File: src/rtl/demux_1to4_stream.sv
// Buffered 1-to-4 stream demultiplexer: each input beat is steered by its select tag
// into one of four 2-entry first-word-fall-through FIFOs that drain independently.
module demux_1to4_stream #(
  parameter int WIDTH = 8
) (
  input  logic             clk,
  input  logic             rst,
  input  logic [WIDTH-1:0] in_data,
  input  logic [1:0]       in_sel,
  input  logic             in_valid,
  output logic             in_ready,
  output logic [WIDTH-1:0] out_data0,
  output logic [WIDTH-1:0] out_data1,
  output logic [WIDTH-1:0] out_data2,
  output logic [WIDTH-1:0] out_data3,
  output logic [3:0]       out_valid,
  input  logic [3:0]       out_ready
);

  logic [WIDTH-1:0] mem_r [4][2];
  logic [3:0]       wr_ptr_r;
  logic [3:0]       rd_ptr_r;
  logic [3:0][1:0]  cnt_r;
  logic [3:0]       push_s;
  logic [3:0]       pop_s;

  // Handshake decode; in_ready only looks at the addressed channel, never at out_ready
  always_comb begin
    in_ready  = (cnt_r[in_sel] != 2'd2);
    push_s    = 4'b0000;
    pop_s     = 4'b0000;
    out_valid = 4'b0000;
    for (int n = 0; n < 4; n++) begin
      out_valid[n] = (cnt_r[n] != 2'd0);
      push_s[n]    = in_valid && in_ready && (in_sel == 2'(n));
      pop_s[n]     = (cnt_r[n] != 2'd0) && out_ready[n];
    end
  end

  // Per-channel storage, pointers and occupancy
  always_ff @(posedge clk) begin
    if (rst) begin
      wr_ptr_r <= 4'b0000;
      rd_ptr_r <= 4'b0000;
      cnt_r    <= '0;
      for (int n = 0; n < 4; n++) begin
        mem_r[n][0] <= '0;
        mem_r[n][1] <= '0;
      end
    end else begin
      for (int n = 0; n < 4; n++) begin
        if (push_s[n]) begin
          mem_r[n][wr_ptr_r[n]] <= in_data;
          wr_ptr_r[n]           <= ~wr_ptr_r[n];
        end else begin
          wr_ptr_r[n] <= wr_ptr_r[n];
        end
        if (pop_s[n]) begin
          rd_ptr_r[n] <= ~rd_ptr_r[n];
        end else begin
          rd_ptr_r[n] <= rd_ptr_r[n];
        end
        // Simultaneous push and pop leaves occupancy unchanged
        case ({push_s[n], pop_s[n]})
          2'b10:   cnt_r[n] <= cnt_r[n] + 2'd1;
          2'b01:   cnt_r[n] <= cnt_r[n] - 2'd1;
          default: cnt_r[n] <= cnt_r[n];
        endcase
      end
    end
  end

  assign out_data0 = mem_r[0][rd_ptr_r[0]];
  assign out_data1 = mem_r[1][rd_ptr_r[1]];
  assign out_data2 = mem_r[2][rd_ptr_r[2]];
  assign out_data3 = mem_r[3][rd_ptr_r[3]];

endmodule

File: config.mk
export PLATFORM = sky130hd
export DESIGN_NAME = demux_1to4_stream
export DESIGN_NICKNAME = d
export VERILOG_FILES = /design/src/rtl/demux_1to4_stream.sv
export SDC_FILE = /design/constraint.sdc
export NUM_CORES = 1
export LEC_CHECK = 0
export CORE_ASPECT_RATIO = 0.9
export CORE_UTILIZATION = 61
export DETAILED_ROUTE_END_ITERATION = 10
export DONT_BUFFER_PORTS = 1
export GPL_TIMING_DRIVEN = 0
export PLACE_DENSITY = 0.8
export SKIP_LAST_GASP = 1
export SLEW_MARGIN = 20
export SYNTH_ARGS = -nofsm -noshare
export SYNTH_HDL_FRONTEND = slang
export SYNTH_SLANG_ARGS = --single-unit
export TNS_END_PERCENT = 50
File: constraint.sdc
create_clock -name clk -period 3.4 [get_ports clk]
set_input_delay 0.68 -clock clk [delete_from_list [all_inputs] [get_ports clk]]
set_output_delay 0.68 -clock clk [all_outputs]
set_load 0.01 [all_outputs]
Word level (Yosys, flattened, before mapping)
Memory sizes are Yosys's and may differ from the RTL's.
Index checks and enable logic that the tools add are counted.
- register bits after elaboration: 16
- memory bits (writable): 64
- input port bits: 17
- output and inout port bits: 37
- word-level logic and storage cells: 252
- memories: 1
- add/sub/neg operators: 8
- magnitude comparators: 13
- equal/unequal tests: 12
- multiplexer cells: 104
- bitwise operators: 80
- reductions and logical operators: 22
- memories (name ; words ; width ; rd ports ; clocked after Yosys merged registers in ; write ports ; line ; source):
    mem_r ; 4 ; 16 ; 4 ; 0 ; 4 ; 20 ; logic [WIDTH-1:0] mem_r [4][2];
- operators with widths (operator ; count):
    2-to-1 mux 8 bit ; 16
    2-to-1 mux 1 bit ; 74
    2-to-1 mux 16 bit ; 4
    OR 1 bit ; 64
    demux 8 bit (select 1 bit) ; 4
    >= comparator 2 bit, second input constant ; 8
    NOT 1 -> 2 bit ; 8
    one-hot mux 2 bit (2 select lines) ; 4
    nonzero test 2 bit ; 8
    logical AND 1 bit ; 13
    equality test 2 bit, second input constant ; 6
    equality test 2 x 1 -> 1 bit, second input constant ; 5
    adder 2 x 1 -> 2 bit, second input constant ; 4
    < comparator 2 x 1 -> 1 bit, second input constant ; 4
    NOT 1 bit ; 8
    subtractor 2 x 1 -> 2 bit, second input constant ; 4
    binary-select mux 2 bit (select 2 bit) ; 1
    < comparator 2 x 3 -> 1 bit, second input constant ; 1
    zero test 2 bit ; 1
    2-to-1 mux 2 bit ; 1
    inequality test 2 bit, second input constant ; 1

Logic depth before layout (Yosys ltp)
Gate-level depths: netlist of run 1.
- word-level depth: 9
- gate-level depth with buffers: 7
- gate-level depth less buffers: 6

Worst setup path after synthesis of run 1
OpenSTA, ideal clock, no wires.
- path kind: input to output
- start: in in_sel[1]
- end: out in_ready
- arrival time: 1.583 ns
- required time: 2.720 ns
- slack: 1.137 ns
- stages: 4
- buffers on the path: 1
- cell sequence: buf_2 -> and2_0 -> a22oi_2 -> o21ai_0
- cells in the longest elaborated chain, start to end: 3
- RTL lines (what ; line ; source):
    start: declaration ; 9 ; input logic [1:0] in_sel,
    binary-select mux 2 bit (select 2 bit) ; 29 ; in_ready = (cnt_r[in_sel] != 2'd2);
    2-to-1 mux 2 bit (not written as such) ; 29 ;
    inequality test 2 bit ; 29 ;
    end: declaration ; 11 ; output logic in_ready,
Every way passes these cells. The select of a mux whose other input is x is not followed.

Worst setup path after layout of run 1
Same ends and word-level chain as after synthesis.

==> results of run 1 <==
critical path, cell delays in order:
cell,delay [ns]
buf_2,0.17
and2_0,0.26
a22oi_2,0.44
o21ai_0,0.30
synth_stat cells:
| cell | count |
|---|---|
| nor2b_1 | 7 |
| xor2_1 | 4 |
| nand2_1 | 8 |
| or3b_4 | 1 |
| a22oi_2 | 1 |
| or3_1 | 4 |
| nand3b_1 | 2 |
| nand3_1 | 2 |
| inv_1 | 1 |
| nand4b_1 | 2 |
| a21oi_1 | 7 |
| a21o_1 | 1 |
| and2_0 | 1 |
| clkbuf_1 | 10 |
| mux2i_1 | 25 |
| and4_1 | 1 |
| o21ai_0 | 5 |
| a211oi_1 | 5 |
| edfxtp_1 | 40 |
| or2_1 | 1 |
| nor4b_4 | 1 |
| buf_6 | 2 |
| dfxtp_1 | 40 |
| o21bai_1 | 4 |
| or2_2 | 4 |
| ha_1 | 4 |
| a21bo_2 | 1 |
| nor4_4 | 1 |
| nand2b_1 | 36 |
| o21a_1 | 4 |
| xnor2_1 | 8 |
| nand4_4 | 1 |
| mux2_2 | 34 |
| nor2_1 | 11 |
| and2_1 | 16 |
| buf_2 | 3 |
final cells by class:
type	count	area share, %
flip-flops and latches	80	49.9
inverters	1	0.0936
clock inverters	6	2.68
multi-input cells	202	40.1
clock buffers	10	3.18
plain buffers	15	1.87
well taps	70	2.18
worst paths after layout:
check / start / to / slack [ns] / cells past startpoint
worst min-delay path: mem_r[3][15] / mem_r[3][15] / 0.47 / 2
worst max register to register: cnt_r[2] / mem_r[1][15] / 1.46 / 3
worst min register to register: mem_r[3][15] / mem_r[3][15] / 0.47 / 2
worst max-delay path: in_sel[1] / in_ready / 0.87 / 4
metrics by stage:
step	std cells	utilization, %	instance area (um2)
floorplan	298	-	3690
global placement	368	65.6	3780
detailed placement	368	65.6	3780
CTS	384	69.7	4010
global route	384	69.7	4010
finish	384	69.7	4010
placed cells by master, fill, tap and decap left out, drive strengths merged, types with 2 or more instances in the layout:
cell type  instances
dfxtp             40
edfxtp            40
nand2b            36
mux2              34
mux2i             25
clkbuf            20
and2              17
nor2              11
nand2              8
xnor2              8
nor2b              7
a21oi              7
a211oi             5
o21ai              5
or2                5
buf                5
o21a               4
o21bai             4
or3                4
xor2               4
ha                 4
bufinv             3
clkinv             3
nand3b             2
nand3              2
nand4b             2
routing by layer:
metal  routed length (um)  vias to the layer above  track usage (%)
met2                 3430                       74             40.4
met5                    0                        -                0
met4                  117                        0             8.43
met3                  621                        9             9.10
li1                     -                     1073                -
met1                 3000                     1052             29.9
state kept, by name, indices dropped and copies added (netlist names):
signal / cells
rd_ptr_r: 4
mem_r: 64
wr_ptr_r: 4
cnt_r: 8
cells by family after synthesis:
logic type	share of synthesized area, %
xor gates and xnor gates	2.85
DFF	54.3
buffers and inverters	2.14
AOI/OAI and AO/OA	5.09
adders and majority gates	1.36
muxes	17.2
and+or+nand+nor	17.1
power breakdown:
part           switching (mW)  total [mW]  internal, mW  leakage, nW
Clock                   0.334       0.819         0.486        0.118
Combinational           0.198       0.354         0.156        0.680
Sequential             0.0365        1.11          1.07        0.740
==> reports/summary.txt, run 1 <==
status: finished with violations
failing checks: DRC
GR Util All Layers: 24.3%
normalized max-slew margin: 39.4%
RePlAce Congestion: 0.730
DRC: 6
Mapped Area: 3690 um2
Setup CP Type: primary input to output pin
Worst Skew: 0.00708 ns
Synth Register Bits: 80
crit path DAT: 1.85 ns
CTS H-tree depth: 3
post-cts repair resize count: 0
FF/Latch Area: 2000 um2
WL/cell: 18.7 um
crit start category: primary input
Core Footprint: 5760 um2
Worst-Margin Slew: 0.907 ns
RSZ-0062 raised after global routing: false
post-route setup slack: 0.874 ns
final WL: 7170 um
Final TNS setup: 0 ns
P&R area growth vs syn: 8.75%
Std-Cell Rows: 26
I/O Buffers: 0
initial antenna violation count: 0
io pins: 54
Worst-Skew Late Latency: 0.35 ns
Multi-input gate area: 1610 um2
yosys warns: 0
Overall Power: 2.28 mW
vias in the first global route: 2162
final slew viol count: 0
f_max: 0.396 GHz
post-detail-place hpwl: 4990 um
CTS tree: built
Die H: 75.8 um
Root Driver: clkbuf_8
first-pass GRT wire length: 11200 um
syn avg cell area: 12.4 um2
hold bufs inserted after CTS: 0
worst vdd ir: 426 uV
vias: 2208
clk buf depth: 2
Routed Antenna Nets: 0
Die W: 84.0 um
max-cap viol count: 0
worst-path fanout max: 10
endpoints failing setup: 0
CP required: 2.72 ns
cell area power density: 569 nW/um2
Setup WS pre-CTS: 0.896 ns
TritonCTS buffer count: 9
initial core utilization: 64.1%
fraction of layout cells with a size suffix above 1: 20.1%
drt pass-1 iters: 7
cell accounting for the most synthesized area: edfxtp_1
clk sinks: 80
sequential area share after synthesis: 54.3%
ranking of synthesized cells by area: edfxtp_1, dfxtp_1, mux2_2
Overflow after GRT: 0
crit end category: output pin
worst min path class: flip-flop to flip-flop
synth unique cells: 36
Initial DRC Count: 127
post-synth top area share: 32.6%
die area: 6360 um2
hold_ws: 0.473 ns
FILL cells: 407
Final Hold Viols: 0
pin count of the biggest net entering global routing: 14
Tmin final: 2.53 ns
Nets: 330
# Post-CTS Setup Buffers: 0
Vias per Instance: 5.75
Final period util: 74.3%
Post-Synthesis Cells: 298
leakage power: 1.54 nW
Clock Pin Slew Worst Setup and Hold Paths: 0.07 ns
Post-Synthesis Net Count: 319
ANT cells: 0
Power figures use the tool's default switching activity.
==> run 2, diff against run 1 <==
--- a/config.mk
+++ b/config.mk
@@ -6,11 +6,11 @@
 export NUM_CORES = 1
 export LEC_CHECK = 0
 export CORE_ASPECT_RATIO = 0.9
-export CORE_UTILIZATION = 61
+export CORE_UTILIZATION = 57
 export DETAILED_ROUTE_END_ITERATION = 10
 export DONT_BUFFER_PORTS = 1
 export GPL_TIMING_DRIVEN = 0
-export PLACE_DENSITY = 0.8
+export PLACE_DENSITY = 0.78
 export SKIP_LAST_GASP = 1
 export SLEW_MARGIN = 20
 export SYNTH_ARGS = -nofsm -noshare
==> constraint.sdc (replaced) <==
create_clock -name clk -period 2.05 [get_ports clk]
set_input_delay 0.41 -clock clk [delete_from_list [all_inputs] [get_ports clk]]
set_output_delay 0.41 -clock clk [all_outputs]
set_load 0.01 [all_outputs]
==> run 2 against run 1 <==
  * The flow now finishes without violations
  * Critical endpoint is now out_data2[7]
  * Worst setup slack got worse by 0.80 ns
  * Highest routed layer unchanged
  * Register-to-register slack lost 1.3 ns
  * Total power increased by 61%
  * Non-clock buffer count grew 1
  * Largest cell class unchanged
  * Hold slack lost 0.27 ns
==> reports/summary.txt, run 2 (synthesis gave the netlist of run 1 again) <==
ANT cells: 0 (unchanged)
Tmin final: 1.98 ns
final core utilization: 65.0% (-4.7 points)
clk sinks: 80 (unchanged)
Worst-Margin Slew: 0.904 ns (-0.00266 ns)
Final TNS setup: 0 ns (unchanged)
FILL cells: 492 (+21%)
Vias per Instance: 5.65 (-1.7%)
Initial DRC Count: 133 (+4.7%)
FF/Latch Area: 2000 um2 (unchanged)
P&R area growth vs syn: 8.92%
Setup WS pre-CTS: -0.0340 ns (-0.930 ns)
post-cts repair resize count: 0 (unchanged)
Clock Pin Slew Worst Setup and Hold Paths: 0.08 ns (about the same)
hold_ws: 0.204 ns (-0.269 ns)
crit path DAT: 1.57 ns (-0.28 ns)
worst min path class: primary input to flip-flop
RSZ-0062 raised after global routing: true
Post-DP Area: 3800 um2 (+0.56%)
Non-Filler Instances: 402 (+4.7%)
I/O Buffers: 0 (unchanged)
Final period util: 96.6%
worst vdd ir: 622 uV (+46%)
Switch Pwr: 949 uW (+67%)
initial core utilization: 59.7% (-4.4 points)
switching share of power: 25.8% (+0.93 points)
io pins: 54 (unchanged)
final WL: 7220 um (+0.67%)
CTS tree: built
flop2flop setup slack: 0.14 ns (-1.32 ns)
crit start category: flip-flop
crit end category: output pin
Hold Path Sink: mem_r[2][0]
Nets: 331 (+0.30%)
TritonCTS buffer count: 9 (unchanged)
Die H: 78.3 um (+3.4%)
Inst Count DP: 385 (+4.6%)
vias: 2272 (+2.9%)
Final Hold Viols: 0 (unchanged)
Multi-input gate area: 1610 um2 (unchanged)
GR Util All Layers: 23.3% (-0.99 points)
Pint: 2.73 mW (+59%)
Routed Antenna Nets: 0 (unchanged)
clk buf depth: 2 (unchanged)
Design Area, Final: 4020 um2 (+0.16%)
post-route setup slack: 0.0702 ns (-0.804 ns)
Top reg by flops: mem_r
Root Driver: clkbuf_8
Setup CP Type: flip-flop to output pin
Overall Power: 3.68 mW (+61%)
CP required: 1.64 ns (-1.08 ns)
commonest non-fill, non-tap cells in the layout: dfxtp_1, edfxtp_1, nand2b_1
sequential fraction of design power: 50.1% (+1.5 points)
max-cap viol count: 0 (unchanged)
WL/cell: 18.0 um (-3.8%)
post-detail-place hpwl: 5180 um (+3.7%)
worst reg2reg startpoint: cnt_r[2]
first-pass GRT wire length: 11700 um (+3.6%)
final slew viol count: 0 (unchanged)
Core Footprint: 6180 um2 (+7.4%)
Die W: 86.8 um (+3.4%)
cell area power density: 915 nW/um2 (+61%)
DRC: 0 (-6)
Hold Crit Start: in_data[0]
Worst-Skew Late Latency: 0.35 ns (about the same)
hold path depth: 2 (unchanged)
reg-to-reg endpoint: mem_r[1][11]
die area: 6800 um2 (+6.8%)
leakage power: 1.53 nW (-0.63%)
endpoints failing setup: 0 (unchanged)
Std-Cell Rows: 27 (+3.8%)
RePlAce Congestion: 0.774 (+6.0%)
clock group share of total power: 34.0% (-1.9 points)
initial antenna violation count: 0 (unchanged)
Crit. Startpoint: rd_ptr_r[2]
Worst Reg2Reg Path Length in Cells: 3 (unchanged)
vias in the first global route: 2283 (+5.6%)
status: finished, final reports clean
fraction of layout cells with a size suffix above 1: 20.3% (+0.25 points)
Worst Skew: 0.00686 ns (-0.000224 ns)
normalized max-slew margin: 39.6% (+0.18 points)
f_max: 0.505 GHz
biggest regs: mem_r x64, cnt_r x8
CTS H-tree depth: 3 (unchanged)
worst-path fanout max: 9 (-1)
max reg flops: 64 (unchanged)
pin count of the biggest net entering global routing: 14 (unchanged)
Overflow after GRT: 0 (unchanged)
combinational share of power: 15.9% (+0.4 points)
drt pass-1 iters: 4 (-3)
-- run 2: cell types whose count changed in the layout (fill, tap and decap cells not counted) --
cell	delta
buf_4	+1
bufinv_16	-1
clkbuf_1	+1
clkinv_1	-1
clkinvlp_4	+1
-- run 2: area by class of cell --
| cell class | instances | share of cell area [%] |
|---|---|---|
| Sequential cell | 80 | 49.8 |
| Multi-Input combinational cell | 202 | 40.0 |
| Clock buffer | 11 | 3.27 |
| Tap cell | 87 | 2.71 |
| Clock inverter | 5 | 2.02 |
| Buffer | 15 | 1.87 |
| Timing Repair Buffer | 1 | 0.187 |
| Inverter | 1 | 0.0934 |
-- run 2: power groups by stage --
stage / sequential [mW] / combinational [mW] / clock, mW
2_1_floorplan: 1.86 / 0.489 / 0
3_3_place_gp: 1.87 / 0.568 / 0
3_5_place_dp: 1.88 / 0.583 / 0
4_1_cts: 1.84 / 0.591 / 1.27
5_1_grt: 1.86 / 0.640 / 1.32
6_report: 1.84 / 0.585 / 1.25
-- run 2: metal layers --
metal	share of wire, %	track usage (%)	vias up	routed length, um
met2	48	37.5	73	3500
met1	42	28.7	1115	3020
met4	1.8	8.83	0	129
met5	0	0	-	0
met3	8.0	8.52	12	576
li1	-	-	1072	-
-- run 2: worst max-delay path by stage --
stage | depth (start not counted) | to
after global routing | 3 | mem_r[1][4]
after CTS | 2 | out_data2[7]
after detailed placement | 4 | mem_r[0][1]
after global placement | 4 | mem_r[0][1]
final | 2 | out_data2[7]
after floorplan | 6 | cnt_r[7]
-- run 2: worst max-delay path: stages (launching register included) --
cell and delay (ns):
dfxtp_1 0.31, clkbuf_1 0.47, mux2_2 0.45
-- run 2: repair_timing --
action                     4_1_cts  5_1_grt
hold buffers                     0        0
setup buffers                    1        0
setup endpoints to repair        1       16
pin swaps                        1        0
